## src/rtl/apb_manager.sv

```systemverilog
// rtl/apb_manager.sv - APB manager: single-outstanding host request/response port to an APB bus
// Peripheral index is taken from a field of the request address; out-of-range indices are errored locally.
module apb_manager #(
    parameter int AddrWidth     = 32,
    parameter int DataWidth     = 32,
    parameter int ProtWidth     = 4,
    parameter int PrphNum       = 4,
    parameter int PrphSelLsb    = 12,
    parameter int TimeoutCycles = 16
) (
    input  logic                 clk,
    input  logic                 nReset,
    input  logic                 reqValid,
    output logic                 reqReady,
    input  logic [AddrWidth-1:0] reqAddr,
    input  logic                 reqWrite,
    input  logic [DataWidth-1:0] reqWData,
    input  logic [ProtWidth-1:0] reqProt,
    output logic                 rspValid,
    input  logic                 rspReady,
    output logic [DataWidth-1:0] rspRData,
    output logic                 rspErr,
    output logic [PrphNum-1:0]   selectors,
    output logic [AddrWidth-1:0] addr,
    output logic                 write,
    output logic [ProtWidth-1:0] prot,
    output logic [DataWidth-1:0] wData,
    output logic                 sel,
    output logic                 enable,
    input  logic                 ready,
    input  logic [DataWidth-1:0] rData,
    input  logic                 subErr
);

    // Index field is wide enough to hold PrphNum itself, so indices just past the last peripheral are seen
    localparam int IdxWidth = $clog2(PrphNum + 1);
    localparam int CntWidth = (TimeoutCycles > 1) ? $clog2(TimeoutCycles + 1) : 1;
    localparam bit TimeoutEn = (TimeoutCycles > 0);
    localparam logic [CntWidth-1:0] CntLast = TimeoutEn ? CntWidth'(TimeoutCycles - 1) : '0;

    localparam logic [1:0] IDLE   = 2'd0;
    localparam logic [1:0] SETUP  = 2'd1;
    localparam logic [1:0] ACCESS = 2'd2;
    localparam logic [1:0] RESP   = 2'd3;

    logic [1:0]          state;
    logic [CntWidth-1:0] wait_cnt;
    logic [PrphNum-1:0]  sel_onehot;
    logic [IdxWidth-1:0] req_idx;
    logic                in_range;

    assign req_idx  = reqAddr[PrphSelLsb +: IdxWidth];
    assign in_range = (32'(req_idx) < 32'(PrphNum));

    assign reqReady  = (state == IDLE);
    assign sel       = (state == SETUP) || (state == ACCESS);
    assign enable    = (state == ACCESS);
    assign rspValid  = (state == RESP);
    assign selectors = sel ? sel_onehot : '0;

    always_ff @(posedge clk or negedge nReset) begin
        if (!nReset) begin
            state      <= IDLE;
            wait_cnt   <= '0;
            sel_onehot <= '0;
            addr       <= '0;
            write      <= 1'b0;
            prot       <= '0;
            wData      <= '0;
            rspRData   <= '0;
            rspErr     <= 1'b0;
        end else begin
            case (state)
                IDLE: begin
                    if (reqValid) begin
                        if (in_range) begin
                            state      <= SETUP;
                            wait_cnt   <= '0;
                            sel_onehot <= PrphNum'(1) << req_idx;
                            addr       <= reqAddr;
                            write      <= reqWrite;
                            prot       <= reqProt;
                            wData      <= reqWData;
                        end else begin
                            // Decode error: answered locally, APB outputs keep their last values
                            state    <= RESP;
                            rspErr   <= 1'b1;
                            rspRData <= '0;
                        end
                    end
                end
                SETUP: begin
                    state <= ACCESS;
                end
                ACCESS: begin
                    if (ready) begin
                        state    <= RESP;
                        rspErr   <= subErr;
                        rspRData <= write ? '0 : rData;
                    end else if (TimeoutEn && (wait_cnt == CntLast)) begin
                        state    <= RESP;
                        rspErr   <= 1'b1;
                        rspRData <= '0;
                    end else begin
                        wait_cnt <= wait_cnt + CntWidth'(1);
                    end
                end
                RESP: begin
                    if (rspReady) begin
                        state <= IDLE;
                    end
                end
                default: begin
                    state <= IDLE;
                end
            endcase
        end
    end

endmodule

```

## config.mk

```make
export PLATFORM = sky130hd
export DESIGN_NAME = apb_manager
export DESIGN_NICKNAME = d
export VERILOG_FILES = /design/src/rtl/apb_manager.sv
export SDC_FILE = /design/constraint.sdc
export NUM_CORES = 1
export LEC_CHECK = 0
export CORE_ASPECT_RATIO = 0.5
export CORE_MARGIN = 8
export CORE_UTILIZATION = 30
export CTS_CLUSTER_SIZE = 40
export DETAILED_ROUTE_END_ITERATION = 8
export PLACE_DENSITY_LB_ADDON = 0.08
export REMOVE_ABC_BUFFERS = 1
export SYNTH_ARGS = -nofsm -noshare
export SYNTH_HDL_FRONTEND = slang
export SYNTH_SLANG_ARGS = --single-unit
```

## constraint.sdc

```tcl
create_clock -name clk -period 5.3 [get_ports clk]
set_clock_uncertainty 0.2 [all_clocks]
set_input_delay 0.53 -clock clk [delete_from_list [all_inputs] [get_ports clk]]
set_output_delay 0.53 -clock clk [all_outputs]
set_load 0.01 [all_outputs]
```

# Word level (Yosys, flattened, before mapping)
# Cells that the tools add are included.
# word_totals
ff_bits,113
inputBits,107
out_inout_bits,110
# classes
add_sub_neg,1
n_lt_le_gt_ge,1
eq_ne,11
shifts,1
muxes,23
n_reduce_logical,7
# ops
op,count
$mux W32,5
$pmux W32 S2,1
$mux W5,4
$mux W2,5
$pmux W5 S2,1
$ne A2 B2 Y1 const B,4
$pmux W2 S4,1
$reduce_and A3 Y1,2
$add A5 B1 Y5 const B,1
$eq A5 B4 Y1 const B,1
$reduce_and A5 Y1,1
$eq A2 B2 Y1 const B,2
$mux W1,4
$mux W4,1
$ne A2 B1 Y1 const B,2
$reduce_and A4 Y1,1
$shl A1 B3 Y4 const A,1
$lt A3 B3 Y1 const B,1
$ne A3 B1 Y1 const B,1
$eq A2 B1 Y1 const B,1
$logic_not A2 Y1,1
$pmux W1 S2,1
$reduce_bool A2 Y1,1
$logic_or A1 B1 Y1,1

# Depth between registers and ports, before layout
# logic_depth
depth_word,4
ltp_mapped,9
ltp_nobuf,7

# Least setup slack after synthesis
# No wires, ideal clock.
# synth_timing
kind,register -> register
from,register wait_cnt[0]
to,register rspErr
arrival_time_ps,1698
t_required_ps,4970
path_slack_ps,3272
path_stages_with_launch,10
n_path_buf,2
path_cell_list,dfrtp_1 -> ha_1 -> and3_1 -> ha_1 -> nor2_1 -> a211oi_2 -> buf_4 -> buf_6 -> nor2_1 -> a21oi_2
# synth_via
elab_chain_cells,3
# synth_rtl
element,line_no,rtl
start: declaration,47,logic [CntWidth-1:0] wait_cnt;
start signal: assignment,105,wait_cnt <= wait_cnt + CntWidth'(1);
$eq A5 B4 Y1,100,end else if (TimeoutEn && (wait_cnt == CntLast)) begin
$ne A3 B1 Y1 (no source line),-,
$reduce_and A4 Y1 (no source line),-,
end signal: assignment,98,rspErr <= subErr;
end: declaration,22,"output logic rspErr,"
# No other way between the ends.
# A chain may end at the register's enable or synchronous reset.

# Worst setup path in the final report
# layout_timing
from,register state[0]
to,output enable
# layout_via
elab_chain_cells,1
# layout_rtl
element,line_no,rtl
start: declaration,46,logic [1:0] state;
start signal: assignment,63,state <= IDLE;
start signal: assignment,77,state <= SETUP;
start signal: assignment,86,state <= RESP;
$eq A2 B2 Y1,57,assign enable = (state == ACCESS);
end: declaration,29,"output logic enable,"
# No other way between the ends.

==> results_dict.tcl <==
set metrics [dict create \
    status "complete, no violations" \
    core_area_um2 15210 \
    pwr-share-seq_pct 32.5 \
    wl_per_cell_um 16.31 \
    dieArea_um2 19810 \
    synth_top_family_by_area "multiplexers" \
    dpl.hpwl_um 9301 \
    postCtsSetupBuffers 0 \
    hold_slack_ps 92.64 \
    syn_to_final_growth_pct 63.65 \
    synth_xor_area_share_pct 0 \
    rrSetupSlack_ps 2610 \
    synth_area_per_cell_um2 12.65 \
    worstSetupEndpointType "primary output" \
    synth_cell_types 37 \
    cts_hold_buf 0 \
    slew_violations 0 \
    clock_latency_ps 390 \
    drt-total-wl_um 13040 \
    finalCriticalPeriod_ps 2773 \
    vias_per_cell 4.308 \
    synth_cells 364 \
    fill_cells 1397 \
    grt_first_pass_wirelength_um 20610 \
    n_antenna_cell 0 \
    clock_tree.root_cell "clkbuf_16" \
    die_h_um 103.6 \
    synth_top_cell_area_share_pct 61.40 \
    cts_buffers 17 \
    cts_max_path_buffers 2 \
    synth_flop_cell "dfrtp_1" \
    num_io_pins 217 \
    yosys.area_share.adder_pct 1.358 \
    timing.rr.start "state[0]" \
    tightestPinTransition_ps 1043 \
    p_leak_nw 3.165 \
    switching_power_mw 1.375 \
    crit_fanout 15 \
    required_ps 4570 \
    worst-path-buf-inv 2 \
    syn_area_um2 4606 \
    cts_max_level 4 \
    finalInstanceArea_um2 7537 \
    clk_pin_slew_ps 60 \
    synth-simple-area-share_pct 7.471 \
    synth_enable_flop_cells 0 \
    async_flop_share_pct 100.0 \
    power_density_nw_per_um2 586.6 \
    critPathLaunchType "flip-flop" \
    irDropWorstVdd_uv 251.5 \
    cts.sinks 113 \
    rsz0062_at_grt "no" \
    track_usage_pct 13.12 \
    period_share_pct 52.32 \
    first_iter_violations 122 \
    setup_viol 0 \
    synth_compound_area_share_pct 6.601 \
    hold_class "input pin to async pin" \
    synth_top_area_cell "dfrtp_1" \
    grt_pass1_vias 3733 \
    initial_utilization_pct 30.27 \
    cp_top_family "buffers and inverters" \
    reg2regPathDepth 7 \
    grt_max_degree 81 \
    cts_resized 0 \
    setup.worst_path.class "flip-flop to primary output" \
    total_power_mw 4.422 \
    drv_cap 0 \
    cts_tree "built" \
    slowest_stage "clkdlybuf4s50_1" \
    cp_slowest_stage_delay_ps 650 \
    rows 32 \
    place_area_um2 6940 \
    cp_cell_sequence "inv_1 -> ha_1 -> clkdlybuf4s50_1" \
    tns_ps 0 \
    antenna_found_initial 0 \
    p_int_mw 3.046 \
    swShare_pct 31.10 \
    fmax_ghz 0.3607 \
    place_congestion 0.7423 \
    io_buffer_count 216 \
    ys_seq_area_share_pct 61.40 \
    vias 3446 \
    yosys_warnings 0 \
    finalHoldViolCount 0 \
    antenna_left 0 \
    pwr-share-comb_pct 41.6 \
    pwr-share-clk_pct 25.9 \
    slew-limit-headroom_pct 30.48 \
    synth_area_leaders "dfrtp_1, mux2_2, o21ai_0, nand3_1, inv_1" \
    drc_errors 0 \
    drtPass1Iterations 4 \
    synth-seq-cells 113 \
    fin_nets 695 \
    cp_data_arrival_time_ps 2040 \
    die_w_um 191.2 \
    muxShareOfSynthArea_pct 17.31 \
    grt_overflow 0 \
    drive_gt1_share_pct 18.12 \
    reg2reg_to "rspRData[13]" \
]
cell usage in the layout (no fill, tap or decap), types with 6 or more instances in the layout:
| master | instances |
|---|---|
| nand3_1 | 32 |
| inv_1 | 40 |
| nand2_1 | 8 |
| dfrtp_1 | 113 |
| clkdlybuf4s50_1 | 215 |
| o21ai_0 | 35 |
| nor2_1 | 6 |
| mux2_2 | 69 |
| clkbuf_16 | 17 |
routing by layer:
layer | share of wire (%) | up-vias | routed length [µm] | GRT usage (%)
li1 | - | 1674 | - | -
met1 | 43 | 1649 | 5566 | 15.27
met2 | 49 | 115 | 6334 | 21.83
met3 | 7.7 | 8 | 1005 | 4.719
met4 | 1.1 | 0 | 138 | 5.027
met5 | 0 | - | 0 | 0
final cells by class:
cell class	instances	area [µm²]	area share, %
clock buffers	19	432.9	5.744
multi-input cells	191	1518	20.14
clock inverters	13	163.9	2.175
inverters	40	150.1	1.992
repair buffers	220	2190	29.05
flip-flops and latches	113	2828	37.52
well taps	204	255.2	3.386
flip-flops by register name, indices dropped and copies added, names as in the netlist:
register and flops:
addr 32, wData 32, state 2, write 1, prot 4, sel_onehot 4, wait_cnt 5, rspErr 1
rspRData 32
through the flow:
stage                     utilization, %  std cells  setup WS [ps]
after floorplan                        -        344           1945
after global placement             45.62        768           2562
after detailed placement           45.62        768           2471
after CTS                          49.54        800           2476
after global routing               49.54        800           2251
final                              49.54        800           2527
Yosys cell counts (2+ instances only):
cell and number:
clkbuf_1 5, buf_4 3, nor2_1 7, and2_1 5
o21ai_0 35, ha_1 5, mux2_2 69, o21ai_1 2
nand2_1 8, a21oi_1 2, buf_2 9, nand3_1 32
mux2i_1 2, inv_1 40, dfrtp_1 113, buf_6 3
nand2b_1 4
power by group through the flow:
stage | clock, mW | sequential, mW | combinational [mW]
after floorplan | 0 | 1.61 | 0.602
after CTS | 1.18 | 1.44 | 1.89
after global routing | 1.22 | 1.49 | 1.99
final | 1.15 | 1.44 | 1.84
after global placement | 0 | 1.43 | 1.87
after detailed placement | 0 | 1.45 | 1.88
worst reg2reg max path, delay by kind of cell (launching register included):
kind | cells | cell delay [ps]
AO/OA/AOI/OAI | 2 | 560
adder cells (fa/ha/maj) | 1 | 520
buffers and inverters | 2 | 600
flip-flops | 1 | 390
AND/OR/NAND/NOR | 2 | 330
how the worst max path moves through the flow:
| stage | from | endpoint | cells past startpoint |
|---|---|---|---|
| 2_1_floorplan | state[0] | rspRData[0] | 5 |
| 3_3_place_gp | reqValid | rspRData[17] | 6 |
| 3_5_place_dp | reqValid | rspRData[2] | 6 |
| 4_1_cts | state[0] | enable | 3 |
| 5_1_grt | state[0] | rspRData[13] | 7 |
| 6_report | state[0] | enable | 3 |
cell families after synthesis:
group                      Yosys count
adders and majority gates            5
muxes                               71
and+or+nand+nor                     64
buffers and inverters               60
DFF                                113
AOI/OAI and AO/OA                   51
Note: power is estimated with default switching activity, not from simulation.
